**src/rtl/nvme_cmd_id_alloc.sv**
```systemverilog
// -----------------------------------------------------------------------------
// nvme_cmd_id_alloc
//
// Hands out 16-bit NVMe command ids {req_id, action_id, sq_id} to actions.
// req_id is issued in order per action and wraps at TRACK_NUM, so it lines up
// with the completion tracker's per-action read index. The number of
// outstanding commands per action is capped at TRACK_NUM. A small retire FSM
// polls the tracker on behalf of an action, retires completed commands and
// returns the tracker status to the action.
//
// Ports
//   axi_aclk / axi_aresetn      clock, synchronous active-low reset
//   track_init                  tracker memory is initialised; gates all activity
//   alloc_valid/ready           id request from an action (ready is combinational)
//   alloc_action_id/sq_id       requesting action and target submission queue
//   cmd_valid/ready, cmd_id     allocated id towards the SQ writer
//   cpl_req_valid/ready/id      action asks for its next completion
//   cpl_rsp_valid/ready/data    completion result: [0]=completed, [1]=status!=0
//   track_update, _id           one-cycle pulse + action id towards the tracker
//   track_update_done/_data     tracker result strobe and result
//   action_busy                 bit i set while action i has commands outstanding
//   underflow_err               sticky: a retire was seen with nothing outstanding
// -----------------------------------------------------------------------------
module nvme_cmd_id_alloc #(
    parameter int ACTION_ID_BITS = 4,
    parameter int QUEUE_ID_BITS  = 4,
    parameter int REQ_ID_BITS    = 8,
    parameter int TRACK_NUM      = 8
) (
    input  logic                                                axi_aclk,
    input  logic                                                axi_aresetn,
    input  logic                                                track_init,
    input  logic                                                alloc_valid,
    output logic                                                alloc_ready,
    input  logic [ACTION_ID_BITS-1:0]                           alloc_action_id,
    input  logic [QUEUE_ID_BITS-1:0]                            alloc_sq_id,
    output logic                                                cmd_valid,
    input  logic                                                cmd_ready,
    output logic [REQ_ID_BITS+ACTION_ID_BITS+QUEUE_ID_BITS-1:0] cmd_id,
    input  logic                                                cpl_req_valid,
    output logic                                                cpl_req_ready,
    input  logic [ACTION_ID_BITS-1:0]                           cpl_req_id,
    output logic                                                cpl_rsp_valid,
    input  logic                                                cpl_rsp_ready,
    output logic [1:0]                                          cpl_rsp_data,
    output logic                                                track_update,
    output logic [ACTION_ID_BITS-1:0]                           track_update_id,
    input  logic                                                track_update_done,
    input  logic [1:0]                                          track_update_data,
    output logic [2**ACTION_ID_BITS-1:0]                        action_busy,
    output logic                                                underflow_err
);

    localparam int NUM_ACT  = 2**ACTION_ID_BITS;
    localparam int CMD_BITS = REQ_ID_BITS + ACTION_ID_BITS + QUEUE_ID_BITS;
    // Counter must be able to hold TRACK_NUM itself (the "full" value).
    localparam int CNT_BITS = $clog2(TRACK_NUM + 1);

    localparam logic [CNT_BITS-1:0]    CNT_MAX  = CNT_BITS'(TRACK_NUM);
    localparam logic [CNT_BITS-1:0]    CNT_ZERO = {CNT_BITS{1'b0}};
    localparam logic [CNT_BITS-1:0]    CNT_ONE  = CNT_BITS'(1);
    localparam logic [REQ_ID_BITS-1:0] REQ_ZERO = {REQ_ID_BITS{1'b0}};
    localparam logic [REQ_ID_BITS-1:0] REQ_ONE  = REQ_ID_BITS'(1);
    localparam logic [REQ_ID_BITS-1:0] REQ_LAST = REQ_ID_BITS'(TRACK_NUM - 1);

    typedef enum logic [1:0] {
        S_IDLE = 2'd0,
        S_UPD  = 2'd1,
        S_WAIT = 2'd2,
        S_RSP  = 2'd3
    } state_t;

    // Registered state
    state_t                    state_q, state_d;
    logic                      cmd_valid_q, cmd_valid_d;
    logic [CMD_BITS-1:0]       cmd_id_q, cmd_id_d;
    logic                      track_update_q, track_update_d;
    logic [ACTION_ID_BITS-1:0] track_update_id_q, track_update_id_d;
    logic                      cpl_rsp_valid_q, cpl_rsp_valid_d;
    logic [1:0]                cpl_rsp_data_q, cpl_rsp_data_d;
    logic                      underflow_q, underflow_d;
    logic [NUM_ACT-1:0]        action_busy_q, action_busy_d;
    logic [REQ_ID_BITS-1:0]    req_id_q [NUM_ACT];
    logic [REQ_ID_BITS-1:0]    req_id_d [NUM_ACT];
    logic [CNT_BITS-1:0]       outstanding_q [NUM_ACT];
    logic [CNT_BITS-1:0]       outstanding_d [NUM_ACT];

    // Combinational helpers
    logic               alloc_ready_s;
    logic               alloc_fire_s;
    logic               cpl_req_ready_s;
    logic               retire_fire_s;
    logic               retire_empty_s;
    logic               retire_dec_s;
    logic [NUM_ACT-1:0] alloc_hit_s;
    logic [NUM_ACT-1:0] retire_hit_s;

    // Ready is gated by reset so nothing appears accepted while in reset.
    assign alloc_ready_s   = axi_aresetn & track_init & (~cmd_valid_q | cmd_ready) &
                             (outstanding_q[alloc_action_id] < CNT_MAX);
    assign alloc_fire_s    = alloc_valid & alloc_ready_s;
    assign cpl_req_ready_s = axi_aresetn & track_init & (state_q == S_IDLE);

    // A completed retire only counts while the FSM is genuinely waiting on the tracker.
    assign retire_fire_s   = track_init & (state_q == S_WAIT) & track_update_done & track_update_data[0];
    assign retire_empty_s  = (outstanding_q[track_update_id_q] == CNT_ZERO);
    assign retire_dec_s    = retire_fire_s & ~retire_empty_s;

    // Command id generation and the per-action req_id sequence.
    always_comb begin
        cmd_valid_d = cmd_valid_q;
        cmd_id_d    = cmd_id_q;
        for (int i = 0; i < NUM_ACT; i++) begin
            req_id_d[i] = req_id_q[i];
        end
        if (alloc_fire_s) begin
            cmd_valid_d = 1'b1;
            cmd_id_d    = {req_id_q[alloc_action_id], alloc_action_id, alloc_sq_id};
            if (req_id_q[alloc_action_id] == REQ_LAST) begin
                req_id_d[alloc_action_id] = REQ_ZERO;
            end else begin
                req_id_d[alloc_action_id] = req_id_q[alloc_action_id] + REQ_ONE;
            end
        end else if (cmd_ready) begin
            cmd_valid_d = 1'b0;
        end else begin
            cmd_valid_d = cmd_valid_q;
        end
    end

    // Per-action hit vectors for allocation and retirement.
    always_comb begin
        alloc_hit_s  = {NUM_ACT{1'b0}};
        retire_hit_s = {NUM_ACT{1'b0}};
        for (int i = 0; i < NUM_ACT; i++) begin
            alloc_hit_s[i]  = alloc_fire_s & (alloc_action_id == ACTION_ID_BITS'(i));
            retire_hit_s[i] = retire_dec_s & (track_update_id_q == ACTION_ID_BITS'(i));
        end
    end

    // Outstanding counters; a simultaneous alloc and retire on one action cancel out.
    always_comb begin
        underflow_d   = underflow_q | (retire_fire_s & retire_empty_s);
        action_busy_d = {NUM_ACT{1'b0}};
        for (int i = 0; i < NUM_ACT; i++) begin
            if (alloc_hit_s[i] && !retire_hit_s[i]) begin
                outstanding_d[i] = outstanding_q[i] + CNT_ONE;
            end else if (!alloc_hit_s[i] && retire_hit_s[i]) begin
                outstanding_d[i] = outstanding_q[i] - CNT_ONE;
            end else begin
                outstanding_d[i] = outstanding_q[i];
            end
            action_busy_d[i] = (outstanding_d[i] != CNT_ZERO);
        end
    end

    // Retire FSM next state; outputs are registered from the next state.
    always_comb begin
        state_d           = state_q;
        track_update_id_d = track_update_id_q;
        cpl_rsp_data_d    = cpl_rsp_data_q;
        if (!track_init) begin
            state_d = S_IDLE;
        end else begin
            case (state_q)
                S_IDLE: begin
                    if (cpl_req_valid) begin
                        track_update_id_d = cpl_req_id;
                        state_d           = S_UPD;
                    end else begin
                        state_d = S_IDLE;
                    end
                end
                S_UPD: begin
                    state_d = S_WAIT;
                end
                S_WAIT: begin
                    if (track_update_done) begin
                        cpl_rsp_data_d = track_update_data;
                        state_d        = S_RSP;
                    end else begin
                        state_d = S_WAIT;
                    end
                end
                S_RSP: begin
                    if (cpl_rsp_ready) begin
                        state_d = S_IDLE;
                    end else begin
                        state_d = S_RSP;
                    end
                end
                default: begin
                    state_d = S_IDLE;
                end
            endcase
        end
        track_update_d  = (state_d == S_UPD);
        cpl_rsp_valid_d = (state_d == S_RSP);
    end

    // State register with synchronous active-low reset.
    always_ff @(posedge axi_aclk) begin
        if (!axi_aresetn) begin
            state_q           <= S_IDLE;
            cmd_valid_q       <= 1'b0;
            cmd_id_q          <= {CMD_BITS{1'b0}};
            track_update_q    <= 1'b0;
            track_update_id_q <= {ACTION_ID_BITS{1'b0}};
            cpl_rsp_valid_q   <= 1'b0;
            cpl_rsp_data_q    <= 2'b00;
            underflow_q       <= 1'b0;
            action_busy_q     <= {NUM_ACT{1'b0}};
            for (int i = 0; i < NUM_ACT; i++) begin
                req_id_q[i]      <= REQ_ZERO;
                outstanding_q[i] <= CNT_ZERO;
            end
        end else begin
            state_q           <= state_d;
            cmd_valid_q       <= cmd_valid_d;
            cmd_id_q          <= cmd_id_d;
            track_update_q    <= track_update_d;
            track_update_id_q <= track_update_id_d;
            cpl_rsp_valid_q   <= cpl_rsp_valid_d;
            cpl_rsp_data_q    <= cpl_rsp_data_d;
            underflow_q       <= underflow_d;
            action_busy_q     <= action_busy_d;
            for (int i = 0; i < NUM_ACT; i++) begin
                req_id_q[i]      <= req_id_d[i];
                outstanding_q[i] <= outstanding_d[i];
            end
        end
    end

    assign alloc_ready     = alloc_ready_s;
    assign cpl_req_ready   = cpl_req_ready_s;
    assign cmd_valid       = cmd_valid_q;
    assign cmd_id          = cmd_id_q;
    assign track_update    = track_update_q;
    assign track_update_id = track_update_id_q;
    assign cpl_rsp_valid   = cpl_rsp_valid_q;
    assign cpl_rsp_data    = cpl_rsp_data_q;
    assign underflow_err   = underflow_q;
    assign action_busy     = action_busy_q;

endmodule

```
**config.mk**
```make
export PLATFORM = sky130hd
export DESIGN_NAME = nvme_cmd_id_alloc
export DESIGN_NICKNAME = d
export VERILOG_FILES = /design/src/rtl/nvme_cmd_id_alloc.sv
export SDC_FILE = /design/constraint.sdc
export NUM_CORES = 1
export LEC_CHECK = 0
export ABC_AREA = 1
export BUFFER_PORTS_ARGS = -buffer_cell sky130_fd_sc_hd__buf_2
export CAP_MARGIN = 20
export CORE_MARGIN = 2
export CORE_UTILIZATION = 30
export CTS_BUF_LIST = sky130_fd_sc_hd__clkbuf_2 sky130_fd_sc_hd__clkbuf_4 sky130_fd_sc_hd__clkbuf_8
export DETAILED_ROUTE_END_ITERATION = 10
export GPL_TIMING_DRIVEN = 0
export SYNTH_ARGS = -nofsm -noshare
export SYNTH_HDL_FRONTEND = slang
export SYNTH_SLANG_ARGS = --single-unit
export TNS_END_PERCENT = 10
```
**constraint.sdc**
```tcl
create_clock -name axi_aclk -period 2.7 [get_ports axi_aclk]
set_input_delay 0.54 -clock axi_aclk [delete_from_list [all_inputs] [get_ports axi_aclk]]
set_output_delay 0.54 -clock axi_aclk [all_outputs]
set_load 0.02 [all_outputs]
```
== Word-level counts from Yosys, hierarchy flattened ==
Memory sizes are Yosys's and may differ from the RTL's. A register that Yosys moved wholly into a read port is not among the register bits.
Cells that the tools add are included.
Word-level totals
  output and inout bits: 44
  memories kept: 2
  flip-flop bits (word level): 44
  input bits: 22
  memory bits (writable): 192
Memory list
  req_id_q: words 16, width 8, rd ports 17, clocked after memory_dff 0, write ports 16, RTL line 83  | logic [REQ_ID_BITS-1:0] req_id_q [NUM_ACT];
  outstanding_q: words 16, width 4, rd ports 18, clocked after memory_dff 1, write ports 16, RTL line 85  | logic [CNT_BITS-1:0] outstanding_q [NUM_ACT];
Cells by class
  eq/ne operators: 36
  reduce and logical (&&, ||, !) cells: 88
  $add $sub $neg: 33
  magnitude comparators: 3
  mux-type cells: 80
  bitwise operators: 81
Operators with widths (number)
  $mux 128: 2
  $mux 4: 50
  $mux 8: 17
  $and 128x128->128: 1
  $bwmux 128: 1
  $not 128->128: 1
  $add 4x1->4 const B: 16
  $eq 4x4->1 const B: 16
  $reduce_bool 4->1: 16
  $sub 4x1->4 const B: 16
  $and 1x1->1: 42
  $or 1x1->1: 34
  $logic_and 1x1->1: 33
  $demux 8 s4: 1
  $eq 4x3->1 const B: 8
  $logic_not 1->1: 32
  $eq 4x2->1 const B: 4
  $logic_not 4->1: 3
  $add 8x1->8 const B: 1
  $eq 4x1->1 const B: 2
  $eq 8x3->1 const B: 1
  $pmux 2 s4: 1
  $eq 2x2->1 const B: 3
  $mux 1: 6
  10 further kinds: 14

== Depth between registers and ports, before layout ==
  depth in word-level cells: 11
  depth in mapped cells: 21
  gate-level depth less buffers: 18

== Least setup slack after synthesis ==
Ideal clock, no wire load.
  path type: input to register
  start point: input alloc_action_id[1]
  end point: memory req_id_q[6][3]
  stages on the path: 19
  setup time: 70 ps
  path slack: 60 ps
  arrival: 2569 ps
  data required time: 2630 ps
  cell sequence: buf_6 nand2_4 inv_2 buf_2 a22oi_1 nand2_1 nand2_1 nand2_1 nor2_4 inv_2 ha_1 nand2_2 nor2_4 nand2_2 nand2_1 a21oi_4 buf_4 nand2_1 a21oi_1
RTL lines
  start, declared: RTL line 35  | input logic [ACTION_ID_BITS-1:0] alloc_action_id,
  end, declared: RTL line 83

==> results.yml <==
outcome:
  status: "finished clean"
clock_tree:
  cts_root_buf: "clkbuf_8"
  cts.path.max_buffers: 3
  cts_tree: "yes"
  cts_sinks: 240
  h-tree-depth: 2
  clk_pin_slew_ns: 0.06
  numCtsBuffers: 45
  clk_latency_ns: 0.63
placement:
  dp_slack_ns: -1.02
  portBuffers: 63
  place_congestion: 0.933
  hpwlAfterDp_um: 34300
  placed_area_um2: 13800
  dp.cells: 2504
timing:
  tns_ns: 0
  grt_setup_unrepaired: "true"
  fmax_mhz: 371
  tightest_slew_ns: 1.02
  period_share_pct: 99.8
  relSlewSlack_pct: 32.2
  finalWorstSetupSlack_ns: 0.00601
  whs_ns: 0.138
  drv_slew: 0
  finalClockSkew_ns: 0.0337
  finalHoldViolCount: 0
  finalCriticalPeriod_ns: 2.69
  finalSetupViolCount: 0
layout:
  final.fill_count: 4476
  fin_util_pct: 35.6
  area_growth_pct: 16.9
  diodes: 0
  final_cell_area_um2: 14900
  finalNonFillerCells: 2588
  layout-drive-gt1-share_pct: 13.6
  fin_nets: 2081
grt:
  grt_pass1_vias: 12500
  grt-ovfl-total: 0
  track_usage_pct: 20.4
  grt_pass1_wl_um: 69500
  grt_max_degree: 12
  antenna_found_initial: 0
detailed_routing:
  ant_nets: 0
  wl_um: 45500
  firstDrtPassIters: 5
  drcViolationCount: 0
  drtIter0Drc: 1142
  vias: 13100
  post_drt_wl_per_cell_um: 17.6
  avgViaCountPerCell: 5.07
floorplanning:
  die_h_um: 210
  rows: 75
  io_pins: 66
  start_util_pct: 30.4
  die-area_um2: 44200
  core_area_um2: 41900
  dieWidth_um: 210
synth:
  syn-cell-area_um2: 12800
  synth-seq-area-share_pct: 37.6
  synth-simple-area-share_pct: 33.0
  ys_ff_latch: 240
  synth_fp_nets: 1957
  synth-edff-count: 0
  synth_flop_cell: "dfxtp_1"
  ys_types: 37
  synth-adder-area-share_pct: 3.23
  synthCells: 1902
  yosysWarnings: 0
  synth_xor_area_share_pct: 2.47
  synth_mux_area_share_pct: 0
  ys_async_sr_fraction_pct: 0
  synth.avg_cell_area_um2: 6.71
  synth_top_family_by_area: "simple AND/OR/NAND/NOR gates"
  synth-compound-area-share_pct: 13.8
hold_path:
  min_path_type: "input port to flip-flop"
setup_path:
  crit_required_ns: 3.19
  end_kind: "flip-flop"
  arrival_ns: 3.18
  cp_max_fo: 10
  critPathKind: "input port to flip-flop"
  start_kind: "input port"
pwr:
  power_mw: 8.21
  irDropWorstVdd_v: 0.000277
  leakage_nw: 7.06
  powerDensity_nw_per_um2: 550
run:
  cap_viol_max_count: 0
## path summary, 6_finish.rpt
check	start	end	slack [ns]	depth (start not counted)
max	alloc_action_id[1]	req_id_q[11][1]$_SDFFE_PN0P_	0.006	16
min	cpl_rsp_ready	state_q[1]$_SDFF_PN0_	0.14	2
max reg2reg	outstanding_q[3][3]$_SDFF_PN0_	action_busy[9]$_SDFF_PN0_	0.12	16
min reg2reg	req_id_q[0][0]$_SDFFE_PN0P_	req_id_q[0][0]$_SDFFE_PN0P_	0.46	2
## report_power, final
part           internal (mW)  switching [mW]
Sequential              3.64          0.0702
Clock                   2.01            1.58
Combinational          0.272           0.631
## layout by cell type, fill, tap and decap left out, types with 19 or more instances in the layout
cell type	n
nor2_1	118
nand3_1	185
o21ai_0	89
nand2_1	538
a22oi_1	42
xor2_1	34
clkbuf_8	54
clkbuf_1	22
nand4_1	53
clkbuf_4	19
dfxtp_1	239
ha_1	32
a21oi_1	154
buf_4	25
inv_2	23
inv_1	207
buf_2	79
## metal layers
layer  part of all wire [%]  vias to the layer above  global-route usage, %  wire length [um]
li1                       -                     6445                      -                 -
met1                     42                     6053                   25.4             19200
met2                     46                      500                   34.1             20800
met3                    8.3                      129                   4.62              3780
met4                    3.9                        0                   8.19              1790
met5                      0                        -                      0                 0
## state kept, by name, indices dropped and copies added (netlist names), named ones only
signal,flops
action_busy,16
track_update_id,4
underflow_err,1
outstanding_q,64
cmd_id,16
track_update,1
cmd_valid,1
cpl_rsp_valid,1
state_q,2
cpl_rsp_data,2
req_id_q,128
## critical path, stage by stage
cell and delay, ns:
buf_6 0.15, inv_4 0.15, nand2_4 0.10, inv_2 0.19, buf_6 0.19, nand2_1 0.07, o21ai_1 0.07, o21ai_0 0.09
nand4_1 0.30, ha_2 0.28, nand2_2 0.11, nor2_4 0.14, nand2_2 0.14, nand2_2 0.25, buf_2 0.30, a21oi_1 0.09
## kinds of logic (layout without fill, tap and decap cells)
kind of cell    Yosys count  in the layout
fa+ha+maj                33             33
simple gates            963            963
compound gates          323            323
flops                   240            240
xor+xnor                 36             36
buf+inv                 307            454
## Yosys cell counts, drive strengths merged, types with 16 or more instances
cell type  instances  area [um^2]
nand3            193          993
inv              232          873
nor2             135          559
dfxtp            240         4800
nand4             54          353
o21ai            105          526
nand2            561         2160
clkbuf            28          105
a22oi             42          315
a21oi            155          787
ha                33          413
nand3b            16          120
xor2              35          307
buf               45          264
## layout make-up
cell class,instances,area (um^2),share of cell area (%)
inverter,234,891,5.97
sequential,240,4810,32.2
clock inverter,6,57.6,0.386
tap,539,674,4.52
clock buffer,64,818,5.48
buffer,72,440,2.95
timing repair buffer,78,428,2.87
multi-input combinational,1355,6810,45.6
## what timing repair did
item	in CTS	in global routing
resized for setup	22	55
buffers inserted	2	13
pin swaps	1	9
hold endpoints to repair	0	0
hold buffers	0	0
endpoints found under the setup margin	154	141
Power figures use the tool's default switching activity.
